[config.mk]
export PLATFORM = sky130hd
export DESIGN_NAME = mem_arbiter_rr
export DESIGN_NICKNAME = d
export VERILOG_FILES = /design/src/rtl/mem_arbiter_rr.sv
export SDC_FILE = /design/constraint.sdc
export NUM_CORES = 1
export LEC_CHECK = 0
export ABC_AREA = 1
export BUFFER_PORTS_ARGS = -buffer_cell sky130_fd_sc_hd__buf_4
export CAP_MARGIN = 20
export CORE_AREA = 4 4 289 291
export CTS_CLUSTER_DIAMETER = 30
export CTS_CLUSTER_SIZE = 10
export DETAILED_ROUTE_END_ITERATION = 10
export DIE_AREA = 0 0 293 295
export PLACE_DENSITY_LB_ADDON = 0.05
export SLEW_MARGIN = 15
export SYNTH_ARGS = -nofsm -noshare
export SYNTH_HDL_FRONTEND = slang
export SYNTH_SLANG_ARGS = --single-unit
[constraint.sdc]
create_clock -name clk -period 5.4 [get_ports clk]
set_input_delay 0.54 -clock clk [delete_from_list [all_inputs] [get_ports clk]]
set_output_delay 0.54 -clock clk [all_outputs]
set_load 0.01 [all_outputs]
[src/rtl/mem_arbiter_rr.sv]
// Round-robin arbiter: NUM_CORES single-beat DMA request ports onto one host-memory port, with in-order read-response routing.
// Latency: grant is combinational with the memory handshake (0 cycles); read responses reach the core 1 cycle after mem_rvalid.
// Backpressure: mem_ready low stalls all grants; reads become ineligible while the tag FIFO is full, but writes still flow.
// Optional stall-cycle counter is built only when ARB_STATS_EN is defined; otherwise stat_stall_cycles is tied to 0.

// Tag FIFO holding core IDs of outstanding reads, in issue order.
// Latency: head visible combinationally; push/pop take effect on the next clock edge.
// Backpressure: push ignored when full, pop ignored when empty; caller must check full/empty.
module mem_arbiter_rr_fifo #(
    parameter int W     = 2,
    parameter int DEPTH = 8
) (
    input  logic         clk,
    input  logic         rst,
    input  logic         push_vld,
    input  logic [W-1:0] push_dat,
    input  logic         pop_rdy,
    output logic [W-1:0] head_dat,
    output logic         full,
    output logic         empty
);
    localparam int AW = (DEPTH > 1) ? $clog2(DEPTH) : 1;
    localparam logic [AW-1:0] PTR_ONE = AW'(1);
    localparam logic [AW:0]   CNT_ONE = (AW + 1)'(1);
    localparam logic [AW:0]   CNT_MAX = (AW + 1)'(DEPTH);

    logic [W-1:0]  mem_q [DEPTH];
    logic [AW-1:0] wr_ptr_q, wr_ptr_d;
    logic [AW-1:0] rd_ptr_q, rd_ptr_d;
    logic [AW:0]   cnt_q, cnt_d;
    logic          push_ok;
    logic          pop_ok;

    assign full     = (cnt_q == CNT_MAX);
    assign empty    = (cnt_q == '0);
    assign push_ok  = push_vld & ~full;
    assign pop_ok   = pop_rdy & ~empty;
    assign head_dat = mem_q[rd_ptr_q];

    // Pointer and occupancy next-state; simultaneous push and pop leave the count unchanged.
    always_comb begin
        wr_ptr_d = wr_ptr_q;
        rd_ptr_d = rd_ptr_q;
        cnt_d    = cnt_q;
        if (push_ok) begin
            wr_ptr_d = wr_ptr_q + PTR_ONE;
        end
        if (pop_ok) begin
            rd_ptr_d = rd_ptr_q + PTR_ONE;
        end
        if (push_ok && !pop_ok) begin
            cnt_d = cnt_q + CNT_ONE;
        end else if (pop_ok && !push_ok) begin
            cnt_d = cnt_q - CNT_ONE;
        end
    end

    // Pointer/occupancy registers; reset discards every stored tag.
    always_ff @(posedge clk or posedge rst) begin
        if (rst) begin
            wr_ptr_q <= '0;
            rd_ptr_q <= '0;
            cnt_q    <= '0;
        end else begin
            wr_ptr_q <= wr_ptr_d;
            rd_ptr_q <= rd_ptr_d;
            cnt_q    <= cnt_d;
        end
    end

    // Storage array; contents are only meaningful below the occupancy count, so no reset needed.
    always_ff @(posedge clk) begin
        if (push_ok) begin
            mem_q[wr_ptr_q] <= push_dat;
        end
    end
endmodule

// Top: round-robin selection, memory-port mux, tag tracking and response demux.
// Latency: core_gnt same cycle as mem_req & mem_ready; core_valid/core_rdata registered one cycle after mem_rvalid.
// Backpressure: no grant without mem_ready; read eligibility gated by tag FIFO full (a same-cycle pop does not help).
module mem_arbiter_rr #(
    parameter int NUM_CORES = 4,
    parameter int TAG_DEPTH = 8,
    parameter int ID_W      = 2
) (
    input  logic                      clk,
    input  logic                      rst,
    input  logic [NUM_CORES-1:0]      core_req,
    input  logic [NUM_CORES-1:0]      core_we,
    input  logic [NUM_CORES*48-1:0]   core_addr,
    input  logic [NUM_CORES*64-1:0]   core_wdata,
    output logic [NUM_CORES-1:0]      core_gnt,
    output logic [NUM_CORES-1:0]      core_valid,
    output logic [63:0]               core_rdata,
    output logic                      mem_req,
    output logic                      mem_we,
    output logic [47:0]               mem_addr,
    output logic [63:0]               mem_wdata,
    input  logic                      mem_ready,
    input  logic                      mem_rvalid,
    input  logic [63:0]               mem_rdata,
    output logic                      err_orphan,
    output logic [31:0]               stat_stall_cycles
);
    localparam int ADDR_W = 48;
    localparam int DATA_W = 64;
    localparam logic [ID_W-1:0] LAST_RST = ID_W'(NUM_CORES - 1);

    // Arbitration state
    logic [ID_W-1:0]      last_q, last_d;
    logic [NUM_CORES-1:0] elig;
    logic                 any_elig;
    logic [ID_W-1:0]      sel;
    logic                 sel_we;
    logic [ADDR_W-1:0]    sel_addr;
    logic [DATA_W-1:0]    sel_wdata;
    logic                 xfer;

    // Tag FIFO interface
    logic                 tag_push;
    logic [ID_W-1:0]      tag_head;
    logic                 tag_full;
    logic                 tag_empty;
    logic                 rsp_hit;

    // Response registers
    logic [NUM_CORES-1:0] core_valid_q, core_valid_d;
    logic [DATA_W-1:0]    core_rdata_q, core_rdata_d;
    logic                 err_orphan_q, err_orphan_d;

    // Eligibility: writes always, reads only with a free tag slot; nothing is eligible while in reset.
    always_comb begin
        elig = '0;
        for (int i = 0; i < NUM_CORES; i++) begin
            elig[i] = core_req[i] & (core_we[i] | ~tag_full) & ~rst;
        end
    end

    // Round-robin pick: first eligible core scanning from last+1, wrapping; the winner's fields are muxed out.
    always_comb begin
        any_elig  = 1'b0;
        sel       = last_q;
        sel_we    = 1'b0;
        sel_addr  = '0;
        sel_wdata = '0;
        for (int k = 1; k <= NUM_CORES; k++) begin
            for (int i = 0; i < NUM_CORES; i++) begin
                if (!any_elig && elig[i] && (i == ((int'(last_q) + k) % NUM_CORES))) begin
                    any_elig  = 1'b1;
                    sel       = ID_W'(i);
                    sel_we    = core_we[i];
                    sel_addr  = core_addr[i*ADDR_W +: ADDR_W];
                    sel_wdata = core_wdata[i*DATA_W +: DATA_W];
                end
            end
        end
    end

    assign mem_req   = any_elig;
    assign mem_we    = sel_we;
    assign mem_addr  = sel_addr;
    assign mem_wdata = sel_wdata;
    assign xfer      = mem_req & mem_ready;
    assign tag_push  = xfer & ~sel_we;

    // Grant is the memory handshake itself, steered to the selected core.
    always_comb begin
        core_gnt = '0;
        for (int i = 0; i < NUM_CORES; i++) begin
            core_gnt[i] = xfer & (sel == ID_W'(i));
        end
    end

    // Every accepted transfer moves the priority pointer, so even a repeating requester rotates.
    always_comb begin
        last_d = last_q;
        if (xfer) begin
            last_d = sel;
        end
    end

    // Priority pointer register; starts at the highest index so core 0 wins first.
    always_ff @(posedge clk or posedge rst) begin
        if (rst) begin
            last_q <= LAST_RST;
        end else begin
            last_q <= last_d;
        end
    end

    mem_arbiter_rr_fifo #(
        .W     (ID_W),
        .DEPTH (TAG_DEPTH)
    ) u_tag_fifo (
        .clk      (clk),
        .rst      (rst),
        .push_vld (tag_push),
        .push_dat (sel),
        .pop_rdy  (mem_rvalid),
        .head_dat (tag_head),
        .full     (tag_full),
        .empty    (tag_empty)
    );

    assign rsp_hit = mem_rvalid & ~tag_empty;

    // Response demux: a matched response strobes the head core; an unmatched one is dropped and flagged.
    always_comb begin
        core_valid_d = '0;
        core_rdata_d = core_rdata_q;
        err_orphan_d = err_orphan_q | (mem_rvalid & tag_empty);
        for (int i = 0; i < NUM_CORES; i++) begin
            core_valid_d[i] = rsp_hit & (tag_head == ID_W'(i));
        end
        if (rsp_hit) begin
            core_rdata_d = mem_rdata;
        end
    end

    // Response and error registers; err_orphan is sticky until reset.
    always_ff @(posedge clk or posedge rst) begin
        if (rst) begin
            core_valid_q <= '0;
            core_rdata_q <= '0;
            err_orphan_q <= 1'b0;
        end else begin
            core_valid_q <= core_valid_d;
            core_rdata_q <= core_rdata_d;
            err_orphan_q <= err_orphan_d;
        end
    end

    assign core_valid = core_valid_q;
    assign core_rdata = core_rdata_q;
    assign err_orphan = err_orphan_q;

`ifdef ARB_STATS_EN
    logic [31:0] stall_cnt_q, stall_cnt_d;

    // Count cycles where some requesting core was left waiting; saturate rather than wrap.
    always_comb begin
        stall_cnt_d = stall_cnt_q;
        if ((|(core_req & ~core_gnt)) && (stall_cnt_q != 32'hFFFF_FFFF)) begin
            stall_cnt_d = stall_cnt_q + 32'd1;
        end
    end

    // Stall counter register.
    always_ff @(posedge clk or posedge rst) begin
        if (rst) begin
            stall_cnt_q <= '0;
        end else begin
            stall_cnt_q <= stall_cnt_d;
        end
    end

    assign stat_stall_cycles = stall_cnt_q;
`else
    assign stat_stall_cycles = 32'd0;
`endif
endmodule

==> impl_results.md <==
- H-tree depth: 3
- Synth area leaders: nand2_1 (21%), nor2_1 (15%), nand3_1 (13%), dfrtp_1 (11%), inv_1 (8.0%)
- Internal power: 4080 uW
- Gate Count Post-Synth: 3583
- Initial antenna violation count: 44
- Area leader, netlist: nand2_1
- Crit path max-delay cell type: inv_4
- CP top delay family: buffers and inverters
- Largest net degree at the start of global routing: 115
- # resized after CTS: 0
- Area delta synth->final: 36.4%
- Initial Util: 0.221
- Cell Chain, Critical Path: nor2_4 > nand3_2 > nand2_2 > inv_4 > o211ai_1 > nand3_2 > clkinv_1 > nand2_2 > nor2_4 > nand3_1 > inv_4 > buf_4 > nand2_1 > nand3_1 > buf_4
- Synth Warn #: 0
- Sequential area share after synthesis: 0.141
- CTS sink cnt: 97
- Synth Cell Area: about 0.018 sq mm
- CTS tree: yes
- Routed wire per std cell: around 21 um
- Commonest non-fill, non-tap cell in the layout: nand2_1
- Cell Pwr Density: 361 mW/mm^2
- Initial DRC Count: 1723
- FF-to-FF setup slack: approximately 1.1 ns
- Critical path type: register to output pin
- RSZ-0062 raised after global routing: false
- Die Width: 293 um
- CTS Root Cell: clkbuf_16
- CP Buf/Inv Count: 5
- Tcrit/Tclk final: 0.888
- Unique masters post-synth: 35
- Clock power share: 0.068
- Worst EP arrival: 4.25 ns
- Storage cell area: 0.00251 sq mm
- Crit Path Max Fanout: 56
- Sw Ratio: 0.536
- Setup crit end kind: output pin
- DR DRC count: 0
- Final Max Tran Viols: 0
- Worst EP required: 4.86 ns
- Worst R2R Start: last_q[1]
- Layout cells sized above 1: 0.199
- Die height: between 200 and 300 um
- Multi-input gate area in the final layout: 0.0128 sq mm
- Setup Fix Bufs, Post-CTS: 0
- Final ANT Viol Nets: 0
- Final hold violations: 0
- Worst-case clock buffer depth: 2
- Routed Wire Length: 110000 um
- Row Count: 104
- Mean Syn Cell Area: just under 5 sq um
- Clock Latency Late Sink: about 0.35 ns
- FF-to-FF path depth: 23
- Nets@finish: 4661
- Cts bufs inserted: 9
- Final setup violation count: 0
- GP Congestion: 0.877
- CP Launch Type: register
- Most frequent cells in the layout: nand2_1 (1017), buf_4 (745), nor2_1 (716)
- Vias/cell: 4.75
- Fill cells: around 9400
- Hold Path Class: input port to asynchronous set/reset pin
- Total grt overflow: 0
- PortBufs: 710
- Status: finished, final reports clean
- DP Worst Slack: roughly 0.7 ns
- Full die area: 0.0864 sq mm
- Leakage: 0.0125 uW
- VDD IR max: 0.159 mV
- Slew headroom: 0.341
- #FFs+latches synth: between 90 and 100
- Reg-to-reg endpoint: u_tag_fifo.cnt_q[3]
- Hold_buf cts: 0
- Yosys top cell area share: 0.215
- Post-DP HPWL: around 76000 um
- Fmax: ~210 MHz
- Clock transition at path regs: roughly 0.070 ns
- Max Cap Viol: 0
- GRT Util Overall: 0.237
- First-pass GRT wire length: 158000 um
- Slew @ Worst Pin: about 0.99 ns
- Total I/O pin count: 743
- Setup WS post-layout: 0.606 ns
- Post-route setup TNS: 0 ns
- Vias: 24800
- Flop pwr share: 0.133
- Number of global-route vias before repair: around 24000
- Clock Skews: 0.0139 ns
- CORE AREA: 0.0805 sq mm
- Final critical-path required period: 4.79 ns
- Switch Pwr: between 4000 and 5000 uW
- Slowest stage delay, CP: 0.68 ns
- Logic pwr share: 0.799
- Pre-Repair DR Iteration Count: 6
## flip-flops by register name, indices dropped and copies added, names as in the netlist
signal and count:
core_rdata 64, u_tag_fifo.mem_q 16, core_valid 4, u_tag_fifo.cnt_q 4, u_tag_fifo.rd_ptr_q 3, u_tag_fifo.wr_ptr_q 3
last_q 2, err_orphan 1
## power groups by stage
| stage | Combinational [uW] | Sequential [uW] | Clock (uW) |
|---|---|---|---|
| after floorplan | 3770 | 1220 | 0 |
| after global placement | 7140 | 1180 | 0 |
| after detailed placement | 7090 | 1180 | 0 |
| after CTS | 7110 | 1170 | 631 |
| after global routing | 7710 | 1200 | 649 |
| final | 7020 | 1170 | 600 |
## worst max-delay path by stage
| stage | endpoint | from | cells past startpoint | slack, ns |
|---|---|---|---|---|
| after global routing | mem_addr[13] | u_tag_fifo.cnt_q[0] | 15 | 0.32 |
| after floorplan | u_tag_fifo.cnt_q[3] | u_tag_fifo.cnt_q[0] | 26 | 1.92 |
| after detailed placement | mem_wdata[19] | rst | 15 | 0.69 |
| after CTS | mem_wdata[18] | u_tag_fifo.cnt_q[0] | 15 | 0.56 |
| final | mem_wdata[18] | u_tag_fifo.cnt_q[0] | 15 | 0.61 |
| after global placement | mem_wdata[19] | rst | 15 | 0.80 |
## per-layer routing
layer	wire, um	part of all wire	vias to the layer above	track usage
li1	-	-	12500	-
met2	53800	0.49	832	0.416
met3	8380	0.076	150	0.0572
met1	44600	0.41	11300	0.284
met4	2710	0.025	28	0.0753
met5	223	0.0020	-	0
## metrics by stage
| step | util | total power (uW) | hold WS, ns | instance area, sq um | cells |
|---|---|---|---|---|---|
| 5_1_grt | 0.302 | 9560 | 0.305 | 24300 | 5220 |
| 3_3_place_gp | 0.298 | 8320 | 0.465 | 24000 | 5180 |
| 4_1_cts | 0.301 | 8910 | 0.266 | 24200 | 5196 |
| 3_5_place_dp | 0.298 | 8270 | 0.466 | 24000 | 5180 |
| 6_report | 0.302 | 8790 | 0.258 | 24300 | 5228 |
| 2_1_floorplan | - | 4990 | 0.482 | 17900 | 3614 |
## area by class of cell
cell class | count | share of cell area
Multi-Input combinational cell | 2875 | 0.526
Timing Repair Buffer | 758 | 0.241
Sequential cell | 97 | 0.103
Inverter | 390 | 0.0611
Tap cell | 1060 | 0.0545
Clock buffer | 10 | 0.00942
Antenna cell | 32 | 0.00329
Clock inverter | 6 | 0.00170
## synth_stat cells (all sizes together)
master / count
o211ai: 111
a21o: 1
a31o: 1
ha: 5
dfstp: 2
a21oi: 112
nand4: 17
o311ai: 1
nor3: 227
nand3: 478
xnor2: 2
clkbuf: 108
fa: 1
o21ai: 124
conb: 1
o22ai: 6
buf: 144
o221ai: 4
xor2: 4
dfrtp: 79
inv: 387
edfxtp: 16
clkinv: 3
nor2: 724
nand2: 1025
## cells by family after synthesis
group                      Yosys count  share of synthesized area
and+or+nand+nor                   2471                      0.580
buffers and inverters              642                      0.153
AOI/OAI and AO/OA                  360                      0.118
DFF                                 97                      0.141
xor gates and xnor gates             6                    0.00295
adders and majority gates            6                    0.00463
other                                1                   0.000210
Power figures use the tool's default switching activity.
